[config.mk]
export PLATFORM = sky130hd
export DESIGN_NAME = jk_cmd_sequencer
export DESIGN_NICKNAME = d
export VERILOG_FILES = /design/src/rtl/jk_pkg.sv /design/src/rtl/jk_cmd_fifo.sv /design/src/rtl/jk_cmd_sequencer.sv
export SDC_FILE = /design/constraint.sdc
export NUM_CORES = 1
export LEC_CHECK = 0
export ABC_AREA = 0
export BUFFER_PORTS_ARGS = -buffer_cell sky130_fd_sc_hd__buf_2
export CAP_MARGIN = 5
export CORE_MARGIN = 3
export CORE_UTILIZATION = 59
export CTS_CLUSTER_SIZE = 25
export DETAILED_ROUTE_END_ITERATION = 6
export GPL_TIMING_DRIVEN = 1
export PLACE_DENSITY = 0.78
export RECOVER_POWER = 100
export SLEW_MARGIN = 20
export SYNTH_ARGS = -nofsm -noshare
export SYNTH_HDL_FRONTEND = slang
export SYNTH_SLANG_ARGS = --single-unit
export TNS_END_PERCENT = 10
[constraint.sdc]
create_clock -name clk -period 2.6 [get_ports clk]
set_clock_uncertainty 0.15 [all_clocks]
set_input_delay 0.26 -clock clk [delete_from_list [all_inputs] [get_ports clk]]
set_output_delay 0.26 -clock clk [all_outputs]
set_load 0.03 [all_outputs]
[src/rtl/jk_pkg.sv]
// Shared types for the JK command sequencer.
//   jk_op_t  : command opcode, bit 1 drives J and bit 0 drives K
//   state_t  : sequencer FSM state
//   jk_cmd_t : queued command record at the default count width
package jk_pkg;

  localparam int JK_CNT_W = 8;

  localparam logic [0:0] ST_IDLE = 1'b0;
  localparam logic [0:0] ST_RUN  = 1'b1;

  typedef enum logic [1:0] {
    HOLD   = 2'b00,
    RESET  = 2'b01,
    SET    = 2'b10,
    TOGGLE = 2'b11
  } jk_op_t;

  typedef enum logic [0:0] {
    IDLE = ST_IDLE,
    RUN  = ST_RUN
  } state_t;

  typedef struct packed {
    jk_op_t              op;
    logic [JK_CNT_W-1:0] len;
  } jk_cmd_t;

endpackage

[src/rtl/jk_cmd_fifo.sv]
// Synchronous command FIFO. The head entry is visible on rdata whenever
// the FIFO is non-empty; a write never appears on rdata in the same cycle.
// Ports:
//   clk, rst        : clock, synchronous active-high reset
//   push, wdata     : write strobe and data (ignored when full)
//   pop, rdata      : read strobe (ignored when empty) and head data
//   full, empty     : occupancy flags
module jk_cmd_fifo
  import jk_pkg::*;
#(
  parameter int DEPTH = 4,
  parameter int WIDTH = 2 + JK_CNT_W
) (
  input  logic             clk,
  input  logic             rst,
  input  logic             push,
  input  logic [WIDTH-1:0] wdata,
  input  logic             pop,
  output logic [WIDTH-1:0] rdata,
  output logic             full,
  output logic             empty
);

  localparam int AW    = $clog2(DEPTH);
  localparam int PTR_W = AW + 1;
  localparam logic [PTR_W-1:0] PTR_ONE = PTR_W'(1);

  // The extra top pointer bit flips on every wrap so that equal indices
  // can be told apart as either full or empty.
  logic [PTR_W-1:0] wr_ptr;
  logic [PTR_W-1:0] rd_ptr;
  logic [WIDTH-1:0] mem [DEPTH];

  assign empty = (wr_ptr == rd_ptr);
  assign full  = (wr_ptr[AW] != rd_ptr[AW]) && (wr_ptr[AW-1:0] == rd_ptr[AW-1:0]);
  assign rdata = mem[rd_ptr[AW-1:0]];

  always_ff @(posedge clk) begin
    if (rst) begin
      wr_ptr <= '0;
      rd_ptr <= '0;
    end else begin
      if (push && !full) wr_ptr <= wr_ptr + PTR_ONE;
      if (pop && !empty) rd_ptr <= rd_ptr + PTR_ONE;
    end
  end

  always_ff @(posedge clk) begin
    if (push && !full) mem[wr_ptr[AW-1:0]] <= wdata;
  end

endmodule

[src/rtl/jk_cmd_sequencer.sv]
// Command sequencer feeding the J/K inputs of a downstream JK flop.
// Commands are queued through a valid/ready handshake and each is played
// onto J/K for max(len,1) cycles. A model of the flop's Q is kept and any
// divergence from the fed-back Q sets a sticky mismatch flag.
// Ports:
//   clk, rst              : clock, synchronous active-high reset
//   cmd_valid, cmd_ready  : command handshake
//   cmd_op, cmd_len       : opcode {J,K} and drive-cycle count
//   J, K                  : registered drive to the flop
//   busy                  : a command is being driven
//   q_fb                  : Q returned by the flop
//   q_model, mismatch     : predicted Q and sticky divergence flag
//
// state | meaning
// IDLE  | nothing driven, J=K=0; pops the head as soon as one is queued
// RUN   | driving a command; remaining counts down to its last cycle
module jk_cmd_sequencer
  import jk_pkg::*;
#(
  parameter int DEPTH = 4,
  parameter int CNT_W = JK_CNT_W
) (
  input  logic             clk,
  input  logic             rst,
  input  logic             cmd_valid,
  output logic             cmd_ready,
  input  logic [1:0]       cmd_op,
  input  logic [CNT_W-1:0] cmd_len,
  output logic             J,
  output logic             K,
  output logic             busy,
  input  logic             q_fb,
  output logic             q_model,
  output logic             mismatch
);

  localparam int CMD_W = 2 + CNT_W;
  localparam logic [CNT_W-1:0] ONE = {{(CNT_W-1){1'b0}}, 1'b1};

  state_t           state;
  logic [CNT_W-1:0] remaining;
  logic             known;

  logic             full;
  logic             empty;
  logic             push;
  logic             pop;
  logic             last_cycle;
  logic [CMD_W-1:0] head;
  logic [1:0]       head_jk;
  logic [CNT_W-1:0] head_len;
  logic [CNT_W-1:0] head_cnt;

  assign cmd_ready  = !full && !rst;
  assign push       = cmd_valid && cmd_ready;
  assign head_jk    = head[CMD_W-1 -: 2];
  assign head_len   = head[CNT_W-1:0];
  assign head_cnt   = (head_len == '0) ? ONE : head_len;
  assign last_cycle = (state == RUN) && (remaining == ONE);
  // Popping on the last RUN cycle chains commands without an idle gap.
  assign pop        = !rst && !empty && ((state == IDLE) || last_cycle);
  assign busy       = (state == RUN);

  jk_cmd_fifo #(
    .DEPTH (DEPTH),
    .WIDTH (CMD_W)
  ) u_fifo (
    .clk   (clk),
    .rst   (rst),
    .push  (push),
    .wdata ({cmd_op, cmd_len}),
    .pop   (pop),
    .rdata (head),
    .full  (full),
    .empty (empty)
  );

  always_ff @(posedge clk) begin
    if (rst) begin
      state     <= IDLE;
      remaining <= '0;
      J         <= 1'b0;
      K         <= 1'b0;
    end else begin
      case (state)
        IDLE: begin
          if (!empty) begin
            state     <= RUN;
            remaining <= head_cnt;
            J         <= head_jk[1];
            K         <= head_jk[0];
          end else begin
            J <= 1'b0;
            K <= 1'b0;
          end
        end
        RUN: begin
          if (last_cycle) begin
            if (!empty) begin
              remaining <= head_cnt;
              J         <= head_jk[1];
              K         <= head_jk[0];
            end else begin
              state     <= IDLE;
              remaining <= '0;
              J         <= 1'b0;
              K         <= 1'b0;
            end
          end else begin
            remaining <= remaining - ONE;
          end
        end
        default: begin
          state     <= IDLE;
          remaining <= '0;
          J         <= 1'b0;
          K         <= 1'b0;
        end
      endcase
    end
  end

  // The flop has no reset, so the model only becomes trustworthy once a
  // SET or RESET has been driven; until then comparisons are suppressed.
  always_ff @(posedge clk) begin
    if (rst) begin
      q_model  <= 1'b0;
      known    <= 1'b0;
      mismatch <= 1'b0;
    end else begin
      if (known && (q_fb != q_model)) mismatch <= 1'b1;
      if (J != K) known <= 1'b1;
      case ({J, K})
        2'b01:   q_model <= 1'b0;
        2'b10:   q_model <= 1'b1;
        2'b11:   q_model <= ~q_model;
        default: q_model <= q_model;
      endcase
    end
  end

endmodule

==> results of run 1 <==
-- worst min-delay path, stage by stage --
cell and delay, ns:
sky130_fd_sc_hd__buf_2 0.08, sky130_fd_sc_hd__xor2_1 0.06, sky130_fd_sc_hd__a21oi_1 0.16, sky130_fd_sc_hd__nor2_1 0.05
-- timing repair --
action	CTS	global route
endpoints found under the hold margin	40	0
hold buffers	10	0
buffers inserted	0	0
-- routing by layer --
metal / track usage / share of wire
met2: 0.315 / 0.47
met3: 0.0614 / 0.045
met5: 0 / 0
met4: 0.0988 / 0.021
met1: 0.286 / 0.46
-- sequential cells by signal, summed over array words and instances (netlist names), named ones only --
signal,count
q_model,1
remaining,8
mismatch,1
u_fifo.wr_ptr,3
J,1
busy,1
K,1
known,1
u_fifo.mem,40
u_fifo.rd_ptr,3
-- path summary, 6_finish.rpt --
kind	to	slack (ns)	cells after the start
max	u_fifo.mem[0][0]	0.29	3
min reg2reg	known	0.34	2
max reg2reg	u_fifo.mem[0][0]	0.29	3
min	mismatch	0.17	4
-- area by class of cell --
| cell class | count | area [µm²] |
|---|---|---|
| flip-flops and latches | 62 | 1640 |
| well taps | 52 | 65.1 |
| clock inverters | 7 | 82.6 |
| inverters | 13 | 48.8 |
| clock buffers | 9 | 124 |
| multi-input cells | 127 | 1060 |
| fillers | 314 | 1260 |
| repair buffers | 31 | 190 |
-- power by group through the flow --
stage / clock network, mW / registers [mW] / logic (mW)
after floorplan: 0 / 1.36 / 0.862
after global placement: 0 / 1.36 / 1.06
after detailed placement: 0 / 1.36 / 1.07
after CTS: 0.878 / 1.34 / 1.09
after global routing: 0.933 / 1.37 / 1.20
final: 0.872 / 1.34 / 1.08
-- through the flow --
stage	cells	total power, mW	util	worst slack, ns	hold slack [ns]
after floorplan	210	2.22	-	0.649	0.209
after global placement	275	2.42	0.655	0.470	0.298
after detailed placement	275	2.43	0.655	0.391	0.302
after CTS	301	3.31	0.723	0.379	0.162
after global routing	301	3.50	0.718	0.0987	0.214
final	301	3.29	0.718	0.292	0.172
-- kinds of logic after synthesis --
logic type / count (synthesis) / synth area share
flops: 62 / 0.583
simple gates: 51 / 0.108
compound gates: 46 / 0.114
buf+inv: 21 / 0.0395
mux: 11 / 0.0835
fa+ha+maj: 10 / 0.0444
xor+xnor: 9 / 0.0280
-- placed cells by master (no fill, tap or decap), types with 5 or more instances in the layout --
cell	synthesis	routed
sky130_fd_sc_hd__a21oi_1	9	9
sky130_fd_sc_hd__clkbuf_1	3	16
sky130_fd_sc_hd__clkbuf_8	2	9
sky130_fd_sc_hd__dfxtp_1	22	22
sky130_fd_sc_hd__dlygate4sd3_1	0	10
sky130_fd_sc_hd__edfxtp_1	40	40
sky130_fd_sc_hd__ha_1	10	10
sky130_fd_sc_hd__inv_1	13	13
sky130_fd_sc_hd__mux4_2	10	10
sky130_fd_sc_hd__nand2_1	7	7
sky130_fd_sc_hd__nand3_1	10	10
sky130_fd_sc_hd__nor2_1	6	7
sky130_fd_sc_hd__nor3_1	5	5
sky130_fd_sc_hd__nor4_1	5	5
sky130_fd_sc_hd__o21ai_0	10	10
sky130_fd_sc_hd__xnor2_1	5	5
==> metrics.md, run 1 <==
| Metric | Value |
|---|---|
| Final Hold Viols | `0` |
| Residual DRC count | `0` |
| Transition time at the pin with the least slew margin | `0.681 ns` |
| Setup TNS Final | `0 ns` |
| Die span in x | `around 75 µm` |
| Antenna violations before repair | `0` |
| Post-layout min period | `2.31 ns` |
| Critical-path maximum fanout | `10` |
| Number of buffers and inverters on the critical path | `0` |
| Pin count of the biggest net entering global routing | `23` |
| Layout Nets | `approximately 270` |
| Top cell types by occurrence after synthesis | `sky130_fd_sc_hd__edfxtp_1 (40), sky130_fd_sc_hd__dfxtp_1 (22), sky130_fd_sc_hd__inv_1 (13)` |
| Relative contribution of sequential cells to total power | `0.407` |
| Unrepaired setup endpoints after global routing | `no` |
| Starting DRT DRC Count | `between 100 and 150` |
| Cells after Synth | `210` |
| Total track usage | `0.211` |
| Top cells by area, synth | `sky130_fd_sc_hd__edfxtp_1 (43%), sky130_fd_sc_hd__dfxtp_1 (16%), sky130_fd_sc_hd__mux4_2 (8.0%)` |
| Register bit total from synthesis | `a little over 60` |
| Library cell contributing the largest single delay on the critical path | `sky130_fd_sc_hd__and2_0` |
| GRT Residual Overflow | `0` |
| Number of I/O pins | `20` |
| Slowest cell delay on critical path | `around 0.6 ns` |
| Gate power share | `0.328` |
| Total inserted antenna cells | `0` |
| Instance area at placement | `slightly below 3000 µm²` |
| Worst rel slew slack | `0.546` |
| Startpoint class of the critical path | `flip-flop` |
| # H-tree levels | `3` |
| Count of input and output buffers | `19` |
| Switching share of total power | `0.368` |
| CTS-repair resized insts | `0` |
| Library cell occupying the most area in the post-synthesis netlist | `sky130_fd_sc_hd__edfxtp_1` |
| Mean cell area of the mapped netlist | `between 10 and 15 µm²` |
| Fraction of registers with async set/reset | `0` |
| Yosys warns | `0` |
| Antenna-violating nets left | `0` |
| DP Wirelength | `3350 µm` |
| Number of clock buffers inserted by TritonCTS | `9` |
| Cell type group with the largest total delay on the critical path | `simple AND/OR/NAND/NOR gates` |
| Startpoint of the worst register-to-register path | `u_fifo.wr_ptr[0]` |
| Total non-filler cell area in the finished layout | `~3200 µm²` |
| Number of detailed-route iterations in the first pass | `4` |
| Start point of the worst hold path | `q_fb` |
| Crit end category | `flip-flop` |
| Height of the chip | `between 70 and 80 µm` |
| Standard-cell rows | `24` |
| Core box area | `roughly 4500 µm²` |
| Required time at the worst-slack endpoint | `between 2 and 2.5 ns` |
| Starting utilization of the core area | `0.629` |
| Total Wirelength | `roughly 5300 µm` |
| Clock Latency Late Sink | `around 0.35 ns` |
| Max-slew violation count | `0` |
| Sink Count | `between 60 and 70` |
| Portion of total power attributed to the clock network | `0.265` |
| Startpoint of the most critical setup path | `u_fifo.wr_ptr[0]` |
| P_leak | `1.09 nW` |
| Max-capacitance violation count | `0` |
| Number of library cell types mapped by synthesis | `48` |
| Chain of cells forming the critical path | `xor2_1, o311a_1, and2_0` |
| Highest clock rate | `about 430 MHz` |
| Most numerous cell in the Yosys netlist | `sky130_fd_sc_hd__edfxtp_1` |
| Top flip-flop cell by instance count after synthesis | `sky130_fd_sc_hd__edfxtp_1` |
| TritonCTS clock tree | `built` |
| Syn_nets | `~230` |
| Global-route wire length before repair | `around 8500 µm` |
| DR WL/cell | `around 18 µm` |
| Worst supply voltage drop on vdd | `0.749 mV` |
| Cell chosen for the clock root | `sky130_fd_sc_hd__clkbuf_8` |
| Count of flip-flops with a built-in enable after synthesis | `40` |
| PwrDens | `between 1000 and 1500 nW/µm²` |
| Clock-pin slew of the registers on the worst-case setup and hold paths | `~0.070 ns` |
| Vias in the first global route | `around 1,700` |
| Sequential area share after synthesis | `0.583` |
| Net switching power of the design | `roughly 1.2 mW` |
| Internal power consumption | `between 2 and 2.5 mW` |
| Result of the run | `completed` |
| Proportion of layout cells with a drive suffix above 1 | `0.157` |
| CP Class | `reg -> reg` |
| Crit share post-route | `0.888` |
| Arrival time worst endpoint | `between 2 and 2.5 ns` |
| Min-delay worst type | `in -> reg` |
| Setup violation total in the final timing report | `0` |
| Vias per Instance | `5.94` |
| Signed area change from the synthesized netlist to the final layout | `14.1%` |
| Area of the mapped netlist | `~2800 µm²` |
| Last weighted congestion value of the routability-driven placer | `~0.90` |
| Detailed-route via count | `~1,800` |
| Area share of the largest cell type after synthesis | `0.426` |
| Maximum buffer depth of the clock tree | `2` |
| Die Outline Area | `5640 µm²` |
Note: power is estimated with default switching activity, not from simulation.
==> inputs of run 2 (changes only) <==
Settings changed: CORE_UTILIZATION 59 to 50, PLACE_DENSITY 0.78 to 0.68.
==> run 2 against run 1 <==
Against the previous run:
- critical path depth did not move
- sequential power barely moved
- global-route usage fell by 3.0 points
- first-iteration DRC count fell by 44%
- largest power group unchanged
- cell count rose by 6.3%
- maximum frequency fell by 2.5%
- power rose by 2.3%
- sequential share of layout area fell by 0.61 points
==> metrics.md, run 2 (synthesis results as in run 1) <==
| Metric | Value |
|---|---|
| TritonCTS clock tree | `built` |
| Total Wirelength | `5180 µm (-1.9%)` |
| Setup violation total in the final timing report | `0 (unchanged)` |
| Layout Nets | `269 (+0.37%)` |
| Total inserted antenna cells | `0 (unchanged)` |
| P_leak | `1.09 nW (+0.83%)` |
| Die span in x | `81.1 µm (+7.9%)` |
| Total track usage | `0.182 (-0.0296)` |
| Commonest non-fill, non-tap cell in the layout | `sky130_fd_sc_hd__edfxtp_1` |
| Post-CTS repair timing setup buffer count | `0 (unchanged)` |
| Min-delay worst type | `in -> reg` |
| Number of clock buffers inserted by TritonCTS | `9 (unchanged)` |
| Worst supply voltage drop on vdd | `0.617 mV (-18%)` |
| Transition time at the pin with the least slew margin | `0.731 ns (+0.0499 ns)` |
| Most frequent cells in the layout | `sky130_fd_sc_hd__edfxtp_1 (40), sky130_fd_sc_hd__dfxtp_1 (22), sky130_fd_sc_hd__clkbuf_1 (16)` |
| Net switching power of the design | `1.19 mW (-2.2%)` |
| Crit end category | `flip-flop` |
| Arrival time worst endpoint | `2.19 ns (+0.06 ns)` |
| Die Outline Area | `6570 µm² (+17%)` |
| Critical-path maximum fanout | `10 (unchanged)` |
| Highest clock rate | `422 MHz (-2.5%)` |
| Worst slack on hold paths | `0.131 ns (-0.0415 ns)` |
| Core box area | `5270 µm² (+18%)` |
| Starting utilization of the core area | `0.534 (-0.0950)` |
| Clock Latency Late Sink | `0.34 ns (about the same)` |
| Max FFs per register | `40 (unchanged)` |
| Count of input and output buffers | `19 (unchanged)` |
| Sink Count | `62 (unchanged)` |
| Unrepaired setup endpoints after global routing | `no` |
| Number of detailed-route iterations in the first pass | `4 (unchanged)` |
| GRT Residual Overflow | `0 (unchanged)` |
| Antenna-violating nets left | `0 (unchanged)` |
| CP Class | `reg -> reg` |
| Required time at the worst-slack endpoint | `2.42 ns (about the same)` |
| Clock-pin slew of the registers on the worst-case setup and hold paths | `0.07 ns (about the same)` |
| DP Wirelength | `3510 µm (+4.6%)` |
| Worst rel slew slack | `0.513 (-0.0333)` |
| Vias in the first global route | `1,791 (+3.8%)` |
| Last weighted congestion value of the routability-driven placer | `0.895 (about the same)` |
| Max-capacitance violation count | `0 (unchanged)` |
| Pin count of the biggest net entering global routing | `23 (unchanged)` |
| DR WL/cell | `16.2 µm (-7.7%)` |
| Standard-cell rows | `26 (+8.3%)` |
| Post-layout min period | `2.37 ns (+0.0603 ns)` |
| Highest metal used | `met4` |
| Number of I/O pins | `20 (unchanged)` |
| Setup TNS Final | `0 ns (unchanged)` |
| Height of the chip | `81.1 µm (+7.9%)` |
| Global-route wire length before repair | `8740 µm (+2.6%)` |
| Maximum buffer depth of the clock tree | `2 (unchanged)` |
| Startpoint class of the critical path | `flip-flop` |
| PwrDens | `1040 nW/µm² (+1.0%)` |
| Max-slew violation count | `0 (unchanged)` |
| Proportion of layout cells with a drive suffix above 1 | `0.156 (-0.000627)` |
| Met3 layer wire length in the routed design | `255 µm (+8.1%)` |
| Detailed-route via count | `1,808 (+1.2%)` |
| Total chip power | `3.37 mW (+2.3%)` |
| Gate power share | `0.324 (-0.004)` |
| Portion of total power attributed to the clock network | `0.283 (+0.018)` |
| Result of the run | `completed` |
| Cell chosen for the clock root | `sky130_fd_sc_hd__clkbuf_8` |
| Antenna violations before repair | `0 (unchanged)` |
| Routed met2 length | `2570 µm (+3.4%)` |
| Vias per Instance | `5.65 (-4.8%)` |
| Starting DRT DRC Count | `83 (-44%)` |
| Final Hold Viols | `0 (unchanged)` |
| # H-tree levels | `3 (unchanged)` |
| Internal power consumption | `2.18 mW (+4.9%)` |
| Switching share of total power | `0.352 (-0.0161)` |
| M1 WL | `2320 µm (-5.2%)` |
| Crit share post-route | `0.911 (+0.0232)` |
| Fill cells | `443 (+41%)` |
| Residual DRC count | `0 (unchanged)` |
| Relative contribution of sequential cells to total power | `0.393 (-0.014)` |
| Signed area change from the synthesized netlist to the final layout | `15.5%` |
==> run 2: critical path: stages (launching register included) <==
cell and delay (ns):
sky130_fd_sc_hd__dfxtp_1 0.47, sky130_fd_sc_hd__xor2_1 0.40, sky130_fd_sc_hd__o311a_1 0.34, sky130_fd_sc_hd__and2_0 0.64
==> run 2: power by group through the flow <==
| stage | clock (mW) | sequential, mW | combinational (mW) |
|---|---|---|---|
| 2_1_floorplan | 0 | 1.36 | 0.862 |
| 3_5_place_dp | 0 | 1.34 | 1.11 |
| 6_report | 0.954 | 1.32 | 1.09 |
| 3_3_place_gp | 0 | 1.34 | 1.11 |
| 5_1_grt | 1.03 | 1.35 | 1.22 |
| 4_1_cts | 0.984 | 1.32 | 1.12 |
==> run 2: repair_timing <==
| item | CTS | global route |
|---|---|---|
| gates resized for setup | 0 | 0 |
| endpoints found under the hold margin | 40 | 0 |
| hold buffers | 10 | 0 |
==> run 2: layer usage <==
layer,vias to the layer above,global-route usage
li1,882,-
met1,870,0.227
met2,52,0.297
met3,4,0.0643
met4,0,0.0557
met5,-,0
==> run 2: path summary, 6_finish.rpt <==
kind,depth (start not counted),startpoint,slack (ns),to
worst min register to register,2,mismatch,0.32,mismatch
worst max register to register,3,u_fifo.wr_ptr[0],0.23,u_fifo.mem[1][7]
worst max-delay path,3,u_fifo.wr_ptr[0],0.23,u_fifo.mem[1][7]
worst min-delay path,4,q_fb,0.13,mismatch
==> run 2: cell type report <==
| class | instances | area [µm²] | area share |
|---|---|---|---|
| Clock buffer | 9 | 124 | 0.0381 |
| Tap cell | 70 | 87.6 | 0.0269 |
| Timing Repair Buffer | 32 | 198 | 0.0608 |
| Sequential cell | 62 | 1640 | 0.505 |
| Inverter | 13 | 48.8 | 0.0150 |
| Clock inverter | 7 | 103 | 0.0316 |
| Multi-Input combinational cell | 127 | 1050 | 0.323 |
==> run 2: metrics by stage <==
step | utilization | area (µm²) | cells | setup slack [ns]
global placement | 0.561 | 2960 | 294 | 0.446
detailed placement | 0.561 | 2960 | 294 | 0.365
global route | 0.617 | 3250 | 320 | 0.105
CTS | 0.623 | 3290 | 320 | 0.362
finish | 0.617 | 3250 | 320 | 0.232
floorplan | - | 2820 | 210 | 0.649
==> inputs of run 3 (changes only) <==
--- a/constraint.sdc
+++ b/constraint.sdc
@@ -4,2 +4,2 @@
 set_output_delay 0.26 -clock clk [all_outputs]
-set_load 0.03 [all_outputs]
+set_load 0.005 [all_outputs]
==> run 3 against run 2 <==
Against the previous run:
- clock power barely moved
- setup slack improved by 0.0014 ns
- critical path depth unchanged
- power decreased by 1.7%
- routed wire length grew 0.60%
- first-iteration DRC count shrank 2.4%
- hold slack got worse by 0.0020 ns
- global-route usage unchanged
- sequential power barely moved
- cell area is the same
==> metrics.md, run 3 (synthesis results as in run 1) <==
| Metric | Value |
|---|---|
| Met2 usage in global routing | `0.297 (unchanged)` |
| Global-route wire length before repair | `8740 µm (unchanged)` |
| Crit end category | `flip-flop` |
| Setup violation total in the final timing report | `0 (unchanged)` |
| PwrDens | `1020 nW/µm² (-1.7%)` |
| Most frequent cells in the layout | `sky130_fd_sc_hd__edfxtp_1 (40), sky130_fd_sc_hd__dfxtp_1 (22), sky130_fd_sc_hd__clkbuf_1 (14)` |
| Critical-path maximum fanout | `10 (unchanged)` |
| Result of the run | `completed` |
| Setup TNS Final | `0 ns (unchanged)` |
| Antenna-violating nets left | `0 (unchanged)` |
| Required time at the worst-slack endpoint | `2.42 ns (about the same)` |
| Startpoint class of the critical path | `flip-flop` |
| Grt met3 use | `0.0643 (unchanged)` |
| Starting DRT DRC Count | `81 (-2.4%)` |
| Sink Count | `62 (unchanged)` |
| Max-capacitance violation count | `0 (unchanged)` |
| Max FFs per register | `40 (unchanged)` |
| TritonCTS clock tree | `built` |
| Arrival time worst endpoint | `2.19 ns (about the same)` |
| Final core occ | `0.617 (unchanged)` |
| Unrepaired setup endpoints after global routing | `no` |
| Highest clock rate | `423 MHz (about the same)` |
| Final Hold Viols | `0 (unchanged)` |
| Min-delay worst type | `in -> reg` |
| Proportion of layout cells with a drive suffix above 1 | `0.164 (+0.00800)` |
| Total track usage | `0.182 (unchanged)` |
| Count of hold buffers inserted by post-cts repair | `10 (unchanged)` |
| Worst supply voltage drop on vdd | `0.618 mV (+0.11%)` |
| Maximum buffer depth of the clock tree | `2 (unchanged)` |
| Layout Nets | `269 (unchanged)` |
| DP Wirelength | `3510 µm (unchanged)` |
| Last weighted congestion value of the routability-driven placer | `0.895 (unchanged)` |
| Die Outline Area | `6570 µm² (unchanged)` |
| Instance area at placement | `2960 µm² (unchanged)` |
| Starting utilization of the core area | `0.534 (unchanged)` |
| Clock-pin slew of the registers on the worst-case setup and hold paths | `0.07 ns (about the same)` |
| Detailed-route via count | `1,799 (-0.50%)` |
| Grt met1 use | `0.227 (unchanged)` |
| DR WL/cell | `16.3 µm (+0.60%)` |
| Total inserted antenna cells | `0 (unchanged)` |
| Vias in the first global route | `1,791 (unchanged)` |
| Clock Latency Late Sink | `0.34 ns (about the same)` |
| Total non-filler cell area in the finished layout | `3250 µm² (unchanged)` |
| Worst rel slew slack | `0.513 (about the same)` |
| Die span in x | `81.1 µm (unchanged)` |
| Total chip power | `3.31 mW (-1.7%)` |
| Max-slew violation count | `0 (unchanged)` |
| CP Class | `reg -> reg` |
| Total Wirelength | `5210 µm (+0.60%)` |
| Post-layout min period | `2.37 ns (-0.00139 ns)` |
| Antenna violations before repair | `0 (unchanged)` |
| Pin count of the biggest net entering global routing | `23 (unchanged)` |
| Standard-cell rows | `26 (unchanged)` |
| Most heavily used metal layer in global routing | `met2` |
| P_leak | `1.10 nW (+0.73%)` |
| # H-tree levels | `3 (unchanged)` |
| Height of the chip | `81.1 µm (unchanged)` |
| Signed area change from the synthesized netlist to the final layout | `15.5% (unchanged)` |
| Worst slack on hold paths | `0.129 ns (-0.00196 ns)` |
| Post-CTS repair timing setup buffer count | `0 (unchanged)` |
| CTS-repair resized insts | `0 (unchanged)` |
| Residual DRC count | `0 (unchanged)` |
| Vias per Instance | `5.62 (-0.50%)` |
| Commonest non-fill, non-tap cell in the layout | `sky130_fd_sc_hd__edfxtp_1` |
| Count of input and output buffers | `19 (unchanged)` |
| Crit share post-route | `0.910 (about the same)` |
| Number of detailed-route iterations in the first pass | `4 (unchanged)` |
| Number of clock buffers inserted by TritonCTS | `9 (unchanged)` |
| Cell chosen for the clock root | `sky130_fd_sc_hd__clkbuf_8` |
| GRT Residual Overflow | `0 (unchanged)` |
| Core box area | `5270 µm² (unchanged)` |
| Transition time at the pin with the least slew margin | `0.731 ns (-0.0000141 ns)` |
| Number of I/O pins | `20 (unchanged)` |
## run 3: changes by cell type in the layout (fill, tap and decap cells not counted), sizes merged
cell	previous run	this run
buf	6	8
clkbuf	25	23
## run 3: layout make-up
type	instances	area [µm²]
sequential	62	1640
clock inverter	7	103
clock buffer	9	124
timing repair buffer	32	198
fill	441	2020
tap	70	87.6
inverter	13	48.8
multi-input combinational	127	1050
## run 3: metal layers
metal / wire length [µm] / vias up
met4: 32 / 0
met2: 2570 / 50
met3: 241 / 4
met5: 0 / -
met1: 2370 / 862
li1: - / 883
## run 3: critical path, cell delays in order (launching register included)
cell                      delay [ns]
sky130_fd_sc_hd__dfxtp_1        0.47
sky130_fd_sc_hd__xor2_1         0.40
sky130_fd_sc_hd__o311a_1        0.34
sky130_fd_sc_hd__and2_0         0.64
## run 3: report_power, final
part / total [mW] / internal (mW) / switching [mW] / leakage, nW
clock network: 0.956 / 0.552 / 0.403 / 0.111
registers: 1.32 / 1.18 / 0.145 / 0.544
logic: 1.03 / 0.451 / 0.583 / 0.447
## run 3: metrics by stage
step | std cells | setup slack (ns)
2_1_floorplan | 210 | 0.649
3_3_place_gp | 294 | 0.446
3_5_place_dp | 294 | 0.365
4_1_cts | 320 | 0.362
5_1_grt | 320 | 0.105
6_report | 320 | 0.233
## run 3: path summary, 6_finish.rpt
path                     from  slack [ns]  cells past startpoint               end
max reg2reg  u_fifo.wr_ptr[0]        0.23                      3  u_fifo.mem[1][7]
max          u_fifo.wr_ptr[0]        0.23                      3  u_fifo.mem[1][7]
min reg2reg          mismatch        0.32                      2          mismatch
min                      q_fb        0.13                      4          mismatch
